`src/rtl/npc_ifu_prefetch_if.sv`:
```
// Fetch-unit bundle: redirect input, instruction-memory request/response channels and IDU output.
// The fetch unit connects through `master`; memory, execute and IDU connect through `slave`.
interface npc_ifu_prefetch_if #(
    parameter int unsigned XLEN  = 32,
    parameter int unsigned DEPTH = 4
);
    logic                       jump_en;
    logic [XLEN-1:0]            jump_pc;
    logic                       imem_req_valid;
    logic                       imem_req_ready;
    logic [XLEN-1:0]            imem_req_addr;
    logic                       imem_rsp_valid;
    logic [XLEN-1:0]            imem_rsp_data;
    logic                       out_valid;
    logic                       out_ready;
    logic [XLEN-1:0]            out_inst;
    logic [XLEN-1:0]            out_pc;
    logic [$clog2(DEPTH):0]     occupancy;

    modport master (
        input  jump_en, jump_pc, imem_req_ready, imem_rsp_valid, imem_rsp_data, out_ready,
        output imem_req_valid, imem_req_addr, out_valid, out_inst, out_pc, occupancy
    );

    modport slave (
        output jump_en, jump_pc, imem_req_ready, imem_rsp_valid, imem_rsp_data, out_ready,
        input  imem_req_valid, imem_req_addr, out_valid, out_inst, out_pc, occupancy
    );
endinterface

```
`src/rtl/npc_ifu_prefetch.sv`:
```
// Prefetching IFU: DEPTH-entry in-order queue with up to DEPTH outstanding imem requests.
// Define IFU_PERF_EN to add the perf_flush_cnt / perf_stall_cnt / perf_drop_cnt counters.
module npc_ifu_prefetch #(
    parameter int unsigned     XLEN     = 32,
    parameter int unsigned     DEPTH    = 4,
    parameter logic [XLEN-1:0] RESET_PC = XLEN'(32'h8000_0000)
) (
    input  logic               clk,
    input  logic               rst,
    npc_ifu_prefetch_if.master bus
`ifdef IFU_PERF_EN
    ,
    output logic [31:0]        perf_flush_cnt,
    output logic [31:0]        perf_stall_cnt,
    output logic [31:0]        perf_drop_cnt
`endif
);
    localparam int unsigned PW = (DEPTH > 1) ? $clog2(DEPTH) : 1;
    localparam int unsigned CW = $clog2(DEPTH) + 1;
    localparam logic [CW-1:0]   DepthC = CW'(DEPTH);
    localparam logic [XLEN-1:0] Four   = XLEN'(4);

    logic [XLEN-1:0] fpc_q, fpc_d;
    logic [XLEN-1:0] rpc_q, rpc_d;
    logic [PW-1:0]   head_q, head_d;
    logic [PW-1:0]   tail_q, tail_d;
    logic [CW-1:0]   occ_q, occ_d;
    logic [CW-1:0]   outst_q, outst_d;
    logic [CW-1:0]   drop_q, drop_d;

    logic [XLEN-1:0] inst_mem_q [DEPTH];
    logic [XLEN-1:0] pc_mem_q   [DEPTH];

    logic            req_valid;
    logic            req_fire;
    logic            push;
    logic            pop;
    logic            out_valid;
    logic [CW:0]     credit;

    // Credit counts queued entries plus in-flight requests so a response always has a slot.
    assign credit    = {1'b0, occ_q} + {1'b0, outst_q};
    assign req_valid = !rst && !bus.jump_en && (credit < {1'b0, DepthC});
    assign req_fire  = req_valid && bus.imem_req_ready;
    assign out_valid = (occ_q != '0);
    assign pop       = out_valid && bus.out_ready;
    assign push      = bus.imem_rsp_valid && !bus.jump_en && (drop_q == '0);

    always_comb begin
        fpc_d   = fpc_q;
        rpc_d   = rpc_q;
        head_d  = head_q;
        tail_d  = tail_q;
        occ_d   = occ_q;
        drop_d  = drop_q;
        outst_d = outst_q + CW'(req_fire) - CW'(bus.imem_rsp_valid);
        if (bus.jump_en) begin
            // Every request still in flight after this cycle belongs to the old stream.
            fpc_d  = {bus.jump_pc[XLEN-1:2], 2'b00};
            rpc_d  = {bus.jump_pc[XLEN-1:2], 2'b00};
            head_d = '0;
            tail_d = '0;
            occ_d  = '0;
            drop_d = outst_d;
        end else begin
            if (req_fire) begin
                fpc_d = fpc_q + Four;
            end
            if (bus.imem_rsp_valid && (drop_q != '0)) begin
                drop_d = drop_q - CW'(1);
            end
            if (push) begin
                tail_d = tail_q + PW'(1);
                rpc_d  = rpc_q + Four;
            end
            if (pop) begin
                head_d = head_q + PW'(1);
            end
            occ_d = occ_q + CW'(push) - CW'(pop);
        end
    end

    always_ff @(posedge clk or posedge rst) begin
        if (rst) begin
            fpc_q   <= RESET_PC;
            rpc_q   <= RESET_PC;
            head_q  <= '0;
            tail_q  <= '0;
            occ_q   <= '0;
            outst_q <= '0;
            drop_q  <= '0;
        end else begin
            fpc_q   <= fpc_d;
            rpc_q   <= rpc_d;
            head_q  <= head_d;
            tail_q  <= tail_d;
            occ_q   <= occ_d;
            outst_q <= outst_d;
            drop_q  <= drop_d;
        end
    end

    // Storage needs no reset: entries are only visible while counted by occ_q.
    always_ff @(posedge clk) begin
        if (push) begin
            inst_mem_q[tail_q] <= bus.imem_rsp_data;
            pc_mem_q[tail_q]   <= rpc_q;
        end
    end

    assign bus.imem_req_valid = req_valid;
    assign bus.imem_req_addr  = fpc_q;
    assign bus.out_valid      = out_valid;
    assign bus.out_inst       = out_valid ? inst_mem_q[head_q] : '0;
    assign bus.out_pc         = out_valid ? pc_mem_q[head_q] : rpc_q;
    assign bus.occupancy      = occ_q;

    no_overflow_a : assert property (@(posedge clk) disable iff (rst) !(push && occ_q == DepthC));

`ifdef IFU_PERF_EN
    logic [31:0] perf_flush_q, perf_flush_d;
    logic [31:0] perf_stall_q, perf_stall_d;
    logic [31:0] perf_drop_q, perf_drop_d;

    always_comb begin
        perf_flush_d = perf_flush_q + 32'(bus.jump_en);
        perf_stall_d = perf_stall_q + 32'(bus.out_ready && !out_valid);
        perf_drop_d  = perf_drop_q + 32'(bus.imem_rsp_valid && (bus.jump_en || drop_q != '0));
    end

    always_ff @(posedge clk or posedge rst) begin
        if (rst) begin
            perf_flush_q <= '0;
            perf_stall_q <= '0;
            perf_drop_q  <= '0;
        end else begin
            perf_flush_q <= perf_flush_d;
            perf_stall_q <= perf_stall_d;
            perf_drop_q  <= perf_drop_d;
        end
    end

    assign perf_flush_cnt = perf_flush_q;
    assign perf_stall_cnt = perf_stall_q;
    assign perf_drop_cnt  = perf_drop_q;
`endif
endmodule

```
`src/flat_wrapper.sv`:
```
// flat-port wrapper written by rule: the top's interface ports become plain ports
module npc_ifu_prefetch_flat 
#(
    parameter int unsigned     XLEN     = 32,
    parameter int unsigned     DEPTH    = 4,
    parameter logic [XLEN-1:0] RESET_PC = XLEN'(32'h8000_0000)
)
  (clk, rst, bus_jump_en, bus_jump_pc, bus_imem_req_ready, bus_imem_rsp_valid, bus_imem_rsp_data, bus_out_ready, bus_imem_req_valid, bus_imem_req_addr, bus_out_valid, bus_out_inst, bus_out_pc, bus_occupancy);
  npc_ifu_prefetch_if #(.XLEN(XLEN), .DEPTH(DEPTH)) bus_i ();
  input  logic clk;
  input  logic rst;
  input wire logic [$bits(bus_i.jump_en)-1:0] bus_jump_en;
  input wire logic [$bits(bus_i.jump_pc)-1:0] bus_jump_pc;
  input wire logic [$bits(bus_i.imem_req_ready)-1:0] bus_imem_req_ready;
  input wire logic [$bits(bus_i.imem_rsp_valid)-1:0] bus_imem_rsp_valid;
  input wire logic [$bits(bus_i.imem_rsp_data)-1:0] bus_imem_rsp_data;
  input wire logic [$bits(bus_i.out_ready)-1:0] bus_out_ready;
  output wire logic [$bits(bus_i.imem_req_valid)-1:0] bus_imem_req_valid;
  output wire logic [$bits(bus_i.imem_req_addr)-1:0] bus_imem_req_addr;
  output wire logic [$bits(bus_i.out_valid)-1:0] bus_out_valid;
  output wire logic [$bits(bus_i.out_inst)-1:0] bus_out_inst;
  output wire logic [$bits(bus_i.out_pc)-1:0] bus_out_pc;
  output wire logic [$bits(bus_i.occupancy)-1:0] bus_occupancy;
  assign bus_i.jump_en = bus_jump_en;
  assign bus_i.jump_pc = bus_jump_pc;
  assign bus_i.imem_req_ready = bus_imem_req_ready;
  assign bus_i.imem_rsp_valid = bus_imem_rsp_valid;
  assign bus_i.imem_rsp_data = bus_imem_rsp_data;
  assign bus_i.out_ready = bus_out_ready;
  assign bus_imem_req_valid = bus_i.imem_req_valid;
  assign bus_imem_req_addr = bus_i.imem_req_addr;
  assign bus_out_valid = bus_i.out_valid;
  assign bus_out_inst = bus_i.out_inst;
  assign bus_out_pc = bus_i.out_pc;
  assign bus_occupancy = bus_i.occupancy;
  npc_ifu_prefetch #(.XLEN(XLEN), .DEPTH(DEPTH), .RESET_PC(RESET_PC)) u_core (.clk(clk), .rst(rst), .bus(bus_i));
endmodule
```
`config.mk`:
```
export PLATFORM = sky130hd
export DESIGN_NAME = npc_ifu_prefetch_flat
export DESIGN_NICKNAME = d
export VERILOG_FILES = /design/src/rtl/npc_ifu_prefetch_if.sv /design/src/rtl/npc_ifu_prefetch.sv /design/src/flat_wrapper.sv
export SDC_FILE = /design/constraint.sdc
export NUM_CORES = 1
export LEC_CHECK = 0
export BUFFER_PORTS_ARGS = -buffer_cell sky130_fd_sc_hd__buf_2
export CORE_MARGIN = 2
export CORE_UTILIZATION = 42
export DETAILED_ROUTE_END_ITERATION = 16
export PLACE_DENSITY_LB_ADDON = 0.08
export SLEW_MARGIN = 10
export SYNTH_ARGS = -nofsm -noshare
export SYNTH_HDL_FRONTEND = slang
export SYNTH_SLANG_ARGS = --single-unit
```
`constraint.sdc`:
```
create_clock -name clk -period 3.9 [get_ports clk]
set_input_delay 0.78 -clock clk [delete_from_list [all_inputs] [get_ports clk]]
set_output_delay 0.78 -clock clk [all_outputs]
set_load 0.005 [all_outputs]
```
==> flow_summary.ini, run 1 <==
[detailed_routing]
top_layer = met4
drt_iter0_drc = 491
met2_length_um = 13900
wl_um = 30300
drcViolationCount = 0
routedWlPerCell_um = 20.2
vias_per_cell = 5.30
postRouteAntennaNets = 0
wl_met1_um = 14000
vias = 7961
dr.pass1.iters = 6
met3_length_um = 2000

[floorplanning]
std_cell_rows = 66
fp.dieH_um = 185
ioPinCount = 171
fp.dieW_um = 185
die-area_sq_um = 34100
placeableCoreArea_sq_um = 32300
initial_core_util_pct = 42.4

[cts]
cts_buffers = 36
post_cts_buffers = 0
hold_buffers = 0
cts-htree-levels = 2
cts_tree = built
root_buffer = clkbuf_16
worstSkewPairLatency_ns = 0.50
cts_resized = 0
cts_max_path_buffers = 3
clkSinkCount = 321
clk_pin_slew_ns = 0.06

[grt]
antenna_found_initial = 0
grt_max_degree = 66
grt_pass1_vias = 8279
overflow = 0
grt_pass1_wl_um = 47900
grt_usage_pct = 18.3

[power]
irDropWorstVdd_uv = 351
p_total_mw = 9.50
p_per_area_nw_per_um2 = 587
p_leak_nw = 5.85

[placed_design]
dpl_cell_area_sq_um = 15100
dp_slack_ns = 0.945
dpl.hpwl_um = 18900
place.gp.congestion = 0.822
port_buffers = 164

[synth]
synth_edf_count = 248
ys.flop_type = edfxtp_1
syn_inst = 855
synth_area_leader_cell = edfxtp_1
synth_top_area_share_pct = 54.4
synth_cell_types = 53
yosysWarnings = 0
synth.area.top_cells = edfxtp_1, dfrtp_1, mux4_2
synthArstFlopShare_pct = 22.7
yosysSeqAreaShare_pct = 67.7
syn_area_sq_um = 13700
syn_area_per_cell_sq_um = 16.0
synth-seq-cells = 321

[setup_path]
slowest_stage = or3_2
rr_startpoint = u_core.bus.occupancy[1]
startpoint = u_core.bus.occupancy[1]
end_kind = output port
crit_chain = or3_2, buf_4, mux2_2, buf_2
required_ns = 3.12
max_stage_delay_ns = 0.74
start_kind = flop
critPathMaxFanout = 29
path_class = reg2out
arrival_ns = 2.54

[timing]
fin_crit_ns = 3.32
setup_viol = 0
relSlewSlack_pct = 33.1
rsz0062_at_grt = false
skew_ns = 0.0194
clock.fmax_mhz = 301
worst_pin_slew_ns = 1.00
final.setup.worst_slack_ns = 0.582
finalHoldViolations = 0
period_share_pct = 85.1
maxSlewViolCount = 0
setup_tns_ns = 0

[job]
drv_cap = 0

[run_status]
outcome = finished, final reports clean

[final_layout]
layout-drive-gt1-share_pct = 32.9
final_cell_area_sq_um = 16200
area_growth_pct = 18.2
nNetsFinal = 1126
n_antenna_cell = 0

[worst_hold_path]
hp-class = in2async
[routing by layer]
| layer | track usage (%) | vias to the layer above |
|---|---|---|
| li1 | - | 3665 |
| met3 | 4.27 | 41 |
| met1 | 26.1 | 3983 |
| met4 | 4.00 | 0 |
| met2 | 28.8 | 272 |
| met5 | 0 | - |
[metrics by stage]
stage	util [%]	hold WS, ns	cells
final	50.1	0.387	1503
after global routing	50.1	0.433	1503
after CTS	50.1	0.391	1503
after detailed placement	46.8	0.531	1444
after global placement	46.8	0.526	1444
after floorplan	-	0.476	858
[report_power, final]
part	internal, mW	switching, mW	leakage, nW
clock network	1.83	1.26	0.515
registers	3.92	0.245	3.12
logic	1.17	1.07	2.22
[critical path: cells and delay by family (launching register included)]
family | cells | cell delay [ns]
and+or+nand+nor | 1 | 0.74
buffers and inverters | 2 | 0.49
muxes | 1 | 0.34
DFF | 1 | 0.45
[cell usage in the layout (no fill, tap or decap), types with 7 or more instances in the layout]
cell,n
nand4_1,11
and3_1,12
o21ai_0,40
nand2_1,56
o311ai_0,9
nand3_1,44
nor2_1,33
dfrtp_1,69
ha_1,14
xor2_1,14
edfxtp_1,248
buf_4,16
and2_1,35
mux4_2,62
buf_2,164
mux2_2,35
xnor2_1,27
o211ai_1,10
a21oi_1,10
inv_1,20
clkbuf_1,12
clkbuf_16,37
a31oi_1,7
[final cells by class]
type                       instances  area [sq um]
clock buffer                      51           998
clock inverter                     8          62.6
fill                            2787         16100
inverter                          22          82.6
multi-input combinational        474          4170
sequential                       321          9280
tap                              442           553
timing repair buffer             185          1040
[synthesized netlist by cell type, types with 2 or more instances]
master,instances
edfxtp_1,248
dfrtp_1,71
mux4_2,62
nand2_1,56
nand3_1,44
o21ai_0,40
and2_1,35
mux2_2,35
nor2_1,33
xnor2_1,27
clkbuf_1,25
inv_1,21
and3_1,16
ha_1,14
xor2_1,14
nand4_1,11
a21oi_1,10
o211ai_1,10
o311ai_0,9
a31oi_1,7
buf_2,7
nor3_1,6
nor4_1,5
or3_1,5
buf_1,4
buf_4,4
nor4_2,3
and4_1,2
dfstp_2,2
fa_1,2
nand4_2,2
nor4_4,2
o21ai_1,2
or4_1,2
[final timing paths]
path                                                to  slack (ns)  depth (start not counted)
max in group asynchronous             u_core.rpc_q[31]        2.76                          3
min                        u_core.bus.imem_req_addr[6]        0.39                          2
min reg2reg                     u_core.pc_mem_q[0][30]        0.54                          0
max                                      bus_out_pc[4]        0.58                          4
max reg2reg                u_core.bus.imem_req_addr[6]        1.07                          9
min in group clk              u_core.inst_mem_q[3][14]        0.50                          1
[registers in the layout (all words and copies together), names as in the netlist]
name,count
u_core.inst_mem_q,128
u_core.pc_mem_q,120
u_core.bus.imem_req_addr,30
u_core.rpc_q,30
u_core.bus.occupancy,3
u_core.drop_q,3
u_core.outst_q,3
u_core.head_q,2
u_core.tail_q,2
[cell families (layout without fill, tap and decap cells)]
logic type,after synthesis,after routing,synth area share (%)
flops,321,321,67.7
simple gates,231,231,9.19
mux,98,98,13.1
compound gates,84,84,3.74
buf+inv,63,266,1.96
xor+xnor,41,41,2.62
fa+ha+maj,16,16,1.57
other cells,1,4,0.0274
Note: power is estimated with default switching activity, not from simulation.
==> inputs of run 2 (changes only) <==
Settings changed: RECOVER_POWER from default to 25.
==> run 2 against run 1 <==
Against the previous run: sequential power barely moved; global-route usage did not move; sequential cell count did not move; sequential share of layout area rose by 0.14 points; largest cell class unchanged.
==> flow_summary.ini, run 2 (synthesis results as in run 1) <==
[timing]
worst_pin_slew_ns = 0.992
setup_tns_ns = 0
worst_hold_slack_ns = 0.381
setup_viol = 0
finalHoldViolations = 0
rsz0062_at_grt = false
skew_ns = 0.0179
relSlewSlack_pct = 33.6
period_share_pct = 85.0
maxSlewViolCount = 0
clock.fmax_mhz = 302
fin_crit_ns = 3.31
final.setup.worst_slack_ns = 0.587

[cts]
cts_buffers = 36
hold_buffers = 0
post_cts_buffers = 0
cts-htree-levels = 2
worstSkewPairLatency_ns = 0.50
cts_resized = 0
cts_max_path_buffers = 3
clkSinkCount = 321
cts_tree = built
root_buffer = clkbuf_16
clk_pin_slew_ns = 0.06

[placed_design]
place.gp.congestion = 0.822
dpl_cell_area_sq_um = 15100
port_buffers = 164
dp_slack_ns = 0.945
dpl.hpwl_um = 18900

[grt]
grt_pass1_vias = 8279
antenna_found_initial = 0
grt_pass1_wl_um = 47900
overflow = 0
grt_max_degree = 66
grt_usage_pct = 18.3

[detailed_routing]
postRouteAntennaNets = 0
drcViolationCount = 0
wl_um = 30200
vias_per_cell = 5.31
vias = 7987
drt_iter0_drc = 506
routedWlPerCell_um = 20.1
dr.pass1.iters = 6

[final_layout]
layout-drive-gt1-share_pct = 29.9
nFillCells = 2803
final_common_cell = edfxtp_1
nNetsFinal = 1126
n_antenna_cell = 0
largest_register_ffs = 128
area_growth_pct = 17.9
final_cell_mix = edfxtp_1, buf_2, dfrtp_1
final_cell_area_sq_um = 16100
top_regs = u_core.inst_mem_q (128), u_core.pc_mem_q (120)
regMostFlops = u_core.inst_mem_q

[floorplanning]
fp.dieH_um = 185
ioPinCount = 171
initial_core_util_pct = 42.4
std_cell_rows = 66
placeableCoreArea_sq_um = 32300
fp.dieW_um = 185
die-area_sq_um = 34100

[setup_path]
start_kind = flop
path_class = reg2out
slowest_stage = or3_2
arrival_ns = 2.53
critPathMaxFanout = 29
crit_chain = or3_2, buf_4, mux2_2, buf_2
required_ns = 3.12
max_stage_delay_ns = 0.74
end_kind = output port

[run_status]
outcome = finished, final reports clean

[power]
irDropWorstVdd_uv = 350
p_total_mw = 9.49
p_leak_nw = 5.77
p_per_area_nw_per_um2 = 588

[worst_hold_path]
hp-class = in2async

[job]
drv_cap = 0
==> run 2: changes by cell type in the layout (fill, tap and decap cells not counted) <==
| cell | previous run | this run |
|---|---|---|
| buf_2 | 164 | 132 |
| clkbuf_1 | 12 | 44 |
==> run 2: layout make-up <==
cell class	instances	area, sq um	area share, %
clock inverters	8	62.6	0.387
well taps	442	553	3.43
inverters	22	82.6	0.511
flip-flops and latches	321	9280	57.5
multi-input cells	474	4170	25.8
repair buffers	185	1000	6.20
clock buffers	51	998	6.18
==> run 2: critical path, delay by kind of cell (launching register included) <==
family,cells,cell delay (ns)
buffers and inverters,2,0.49
flip-flops,1,0.45
multiplexers,1,0.33
AND/OR/NAND/NOR,1,0.74
==> run 2: power by group <==
part	total, mW	internal, mW	switching, mW
registers	4.17	3.92	0.246
logic	2.23	1.16	1.07
clock network	3.09	1.83	1.26
==> run 2: path summary, 6_finish.rpt <==
path | slack [ns] | start | endpoint | depth (start not counted)
max in group asynchronous | 2.76 | rst | u_core.rpc_q[31] | 3
setup / recovery | 0.59 | u_core.bus.occupancy[1] | bus_out_pc[4] | 4
min in group clk | 0.51 | bus_jump_pc[24] | u_core.bus.imem_req_addr[24] | 3
hold reg to reg | 0.54 | u_core.rpc_q[30] | u_core.pc_mem_q[0][30] | 0
setup reg to reg | 1.06 | u_core.bus.occupancy[1] | u_core.bus.imem_req_addr[6] | 9
hold / removal | 0.38 | rst | u_core.bus.imem_req_addr[6] | 2
==> run 2: metal layers <==
metal | global-route usage (%) | share of wire, % | routed length [um]
met4 | 4.00 | 1.6 | 485
met5 | 0 | 0 | 0
met3 | 4.27 | 6.7 | 2010
met1 | 26.1 | 46 | 13900
met2 | 28.8 | 46 | 13900
==> run 2: stage by stage <==
step,instances,util (%)
6_report,1503,50.0
5_1_grt,1503,50.0
4_1_cts,1503,50.1
3_5_place_dp,1444,46.8
3_3_place_gp,1444,46.8
2_1_floorplan,858,-
==> inputs of run 3 (changes only) <==
Settings changed: ABC_AREA from default to 1.
Clock period 3.9 ns to 3.27 ns, I/O delays scaled along.
==> run 3 against run 2 <==
Against the previous run: hold slack better by 0.016 ns; cell count up 45%; utilization up 0.28 points; clock skew about the same; design area up 8.1%; power up 35%; global-route usage up 2.9 points; critical path type unchanged.
==> flow_summary.ini, run 3 <==
[power]
p_leak_nw = 6.92
seq_power_share_pct = 40.0
p_per_area_nw_per_um2 = 733
irDropWorstVdd_uv = 357
swShare_pct = 32.5
intPower_mw = 8.64
p_clk_share_pct = 33.1
switching_power_mw = 4.16
combPwrFrac_pct = 26.9

[synth]
synth_edf_count = 248
yosysSeqAreaShare_pct = 62.5
synth_top_area_share_pct = 50.1
syn_area_per_cell_sq_um = 9.69
synthArstFlopShare_pct = 22.7
synth.area.top_cells = edfxtp_1, dfrtp_1, nand2_1
ys.flop_type = edfxtp_1
synth_area_leader_cell = edfxtp_1
synth-seq-cells = 321
syn_inst = 1532
yosys-top-cells-count = nand2_1, nor2_1, edfxtp_1
syn_area_sq_um = 14900
synth_cell_types = 41
yosysMostFrequentCell = nand2_1
yosysWarnings = 0

[cts]
post_cts_buffers = 0
root_buffer = clkbuf_16
clk_pin_slew_ns = 0.06
cts_tree = built
cts_buffers = 36
cts_resized = 0
hold_buffers = 0
worstSkewPairLatency_ns = 0.51
cts-htree-levels = 2
cts_max_path_buffers = 3
clkSinkCount = 321

[detailed_routing]
drcViolationCount = 0
routedWlPerCell_um = 17.7
dr.pass1.iters = 5
wl_um = 38600
vias_per_cell = 5.08
vias = 11100
drt_iter0_drc = 624
postRouteAntennaNets = 0

[setup_path]
crit_chain = buf_4, o21ai_0, o22ai_1, nand2_1, o21ai_0, buf_2
critPathBufInv = 2
crit_path_frequent_cell = o21ai_0
slowest_stage = dfrtp_2
crit_family = buffers and inverters
critPathMaxFanout = 35
path_class = reg2out
start_kind = flop
required_ns = 2.62
max_stage_delay_ns = 0.61
arrival_ns = 2.41
end_kind = output port

[timing]
finalHoldViolations = 0
worst_pin_slew_ns = 1.10
relSlewSlack_pct = 26.8
fin_crit_ns = 3.06
maxSlewViolCount = 0
clock.fmax_mhz = 327
rsz0062_at_grt = false
skew_ns = 0.0182
period_share_pct = 93.6
setup_viol = 0

[final_layout]
area_growth_pct = 17.5
largest_register_ffs = 128
final_cell_mix = nand2_1, nor2_1, edfxtp_1
n_antenna_cell = 0
final_common_cell = nand2_1
final_cell_area_sq_um = 17500
nNetsFinal = 1780
layout-drive-gt1-share_pct = 14.6
fin_cells = 2177
nFillCells = 3313
top_regs = u_core.inst_mem_q (128), u_core.pc_mem_q (120)
regMostFlops = u_core.inst_mem_q

[placed_design]
dp.cells = 2111
dpl.hpwl_um = 24700
port_buffers = 164
dpl_cell_area_sq_um = 16300
place.gp.congestion = 0.863

[grt]
grt_max_degree = 63
grt_pass1_vias = 10700
overflow = 0
antenna_found_initial = 0
grt_usage_pct = 21.2
grt_pass1_wl_um = 60200

[floorplanning]
fp.dieH_um = 192
die-area_sq_um = 36900
initial_core_util_pct = 42.8
fp.dieW_um = 192
placeableCoreArea_sq_um = 34700
ioPinCount = 171
std_cell_rows = 68

[job]
drv_cap = 0

[run_status]
outcome = finished, final reports clean

[worst_hold_path]
hp-class = in2reg
-- run 3: path summary, 6_finish.rpt --
kind	from	to	slack, ns	cells after the start
hold reg to reg	u_core.bus.imem_req_addr[3]	u_core.bus.imem_req_addr[3]	0.55	1
max in group asynchronous	rst	u_core.bus.imem_req_addr[20]	1.30	4
min in group asynchronous	rst	u_core.head_q[0]	0.59	3
setup reg to reg	u_core.bus.occupancy[1]	u_core.drop_q[1]	0.75	12
setup / recovery	u_core.head_q[1]	bus_out_pc[7]	0.21	6
hold / removal	bus_jump_pc[21]	u_core.bus.imem_req_addr[21]	0.40	3
-- run 3: worst min-delay path: stages --
cell and delay, ns:
buf_2 0.07, nand2_1 0.07, nand3_1 0.08
-- run 3: cells by family after synthesis --
kind of cell / count (synthesis) / share of synthesized area [%]
buffers and inverters: 188 / 5.34
adders and majority gates: 16 / 1.45
other: 1 / 0.0253
DFF: 321 / 62.5
xor gates and xnor gates: 15 / 0.885
and+or+nand+nor: 709 / 19.8
AOI/OAI and AO/OA: 282 / 10.0
-- run 3: power groups by stage --
stage	clock [mW]	sequential, mW	combinational (mW)
global placement	0	5.20	3.49
CTS	4.33	5.12	3.53
finish	4.23	5.13	3.44
detailed placement	0	5.20	3.52
floorplan	0	5.06	2.07
global route	4.49	5.18	3.92
-- run 3: area by class of cell --
type / instances / area, sq um / share of cell area (%)
Clock inverter: 23 / 288 / 1.65
Sequential cell: 321 / 9280 / 53.2
Clock buffer: 43 / 958 / 5.49
Inverter: 121 / 472 / 2.70
Tap cell: 455 / 569 / 3.26
Multi-Input combinational cell: 1026 / 4830 / 27.7
Timing Repair Buffer: 188 / 1060 / 6.06
-- run 3: per-layer routing --
metal / wire [um] / vias up / track usage [%]
met2: 18400 / 273 / 36.0
met3: 1890 / 55 / 3.14
met1: 17400 / 5246 / 28.5
met5: 0 / - / 0
met4: 834 / 0 / 5.46
li1: - / 5483 / -
-- run 3: stage by stage --
stage	total power, mW	TNS (ns)	utilization, %	worst slack, ns	hold WS [ns]
floorplan	7.13	-205.12	-	-0.827	0.513
global placement	8.68	0	46.8	0.674	0.539
detailed placement	8.73	0	46.8	0.661	0.539
CTS	13.0	0	50.4	0.115	0.230
global route	13.6	0	50.3	0.000518	0.390
finish	12.8	0	50.3	0.208	0.397
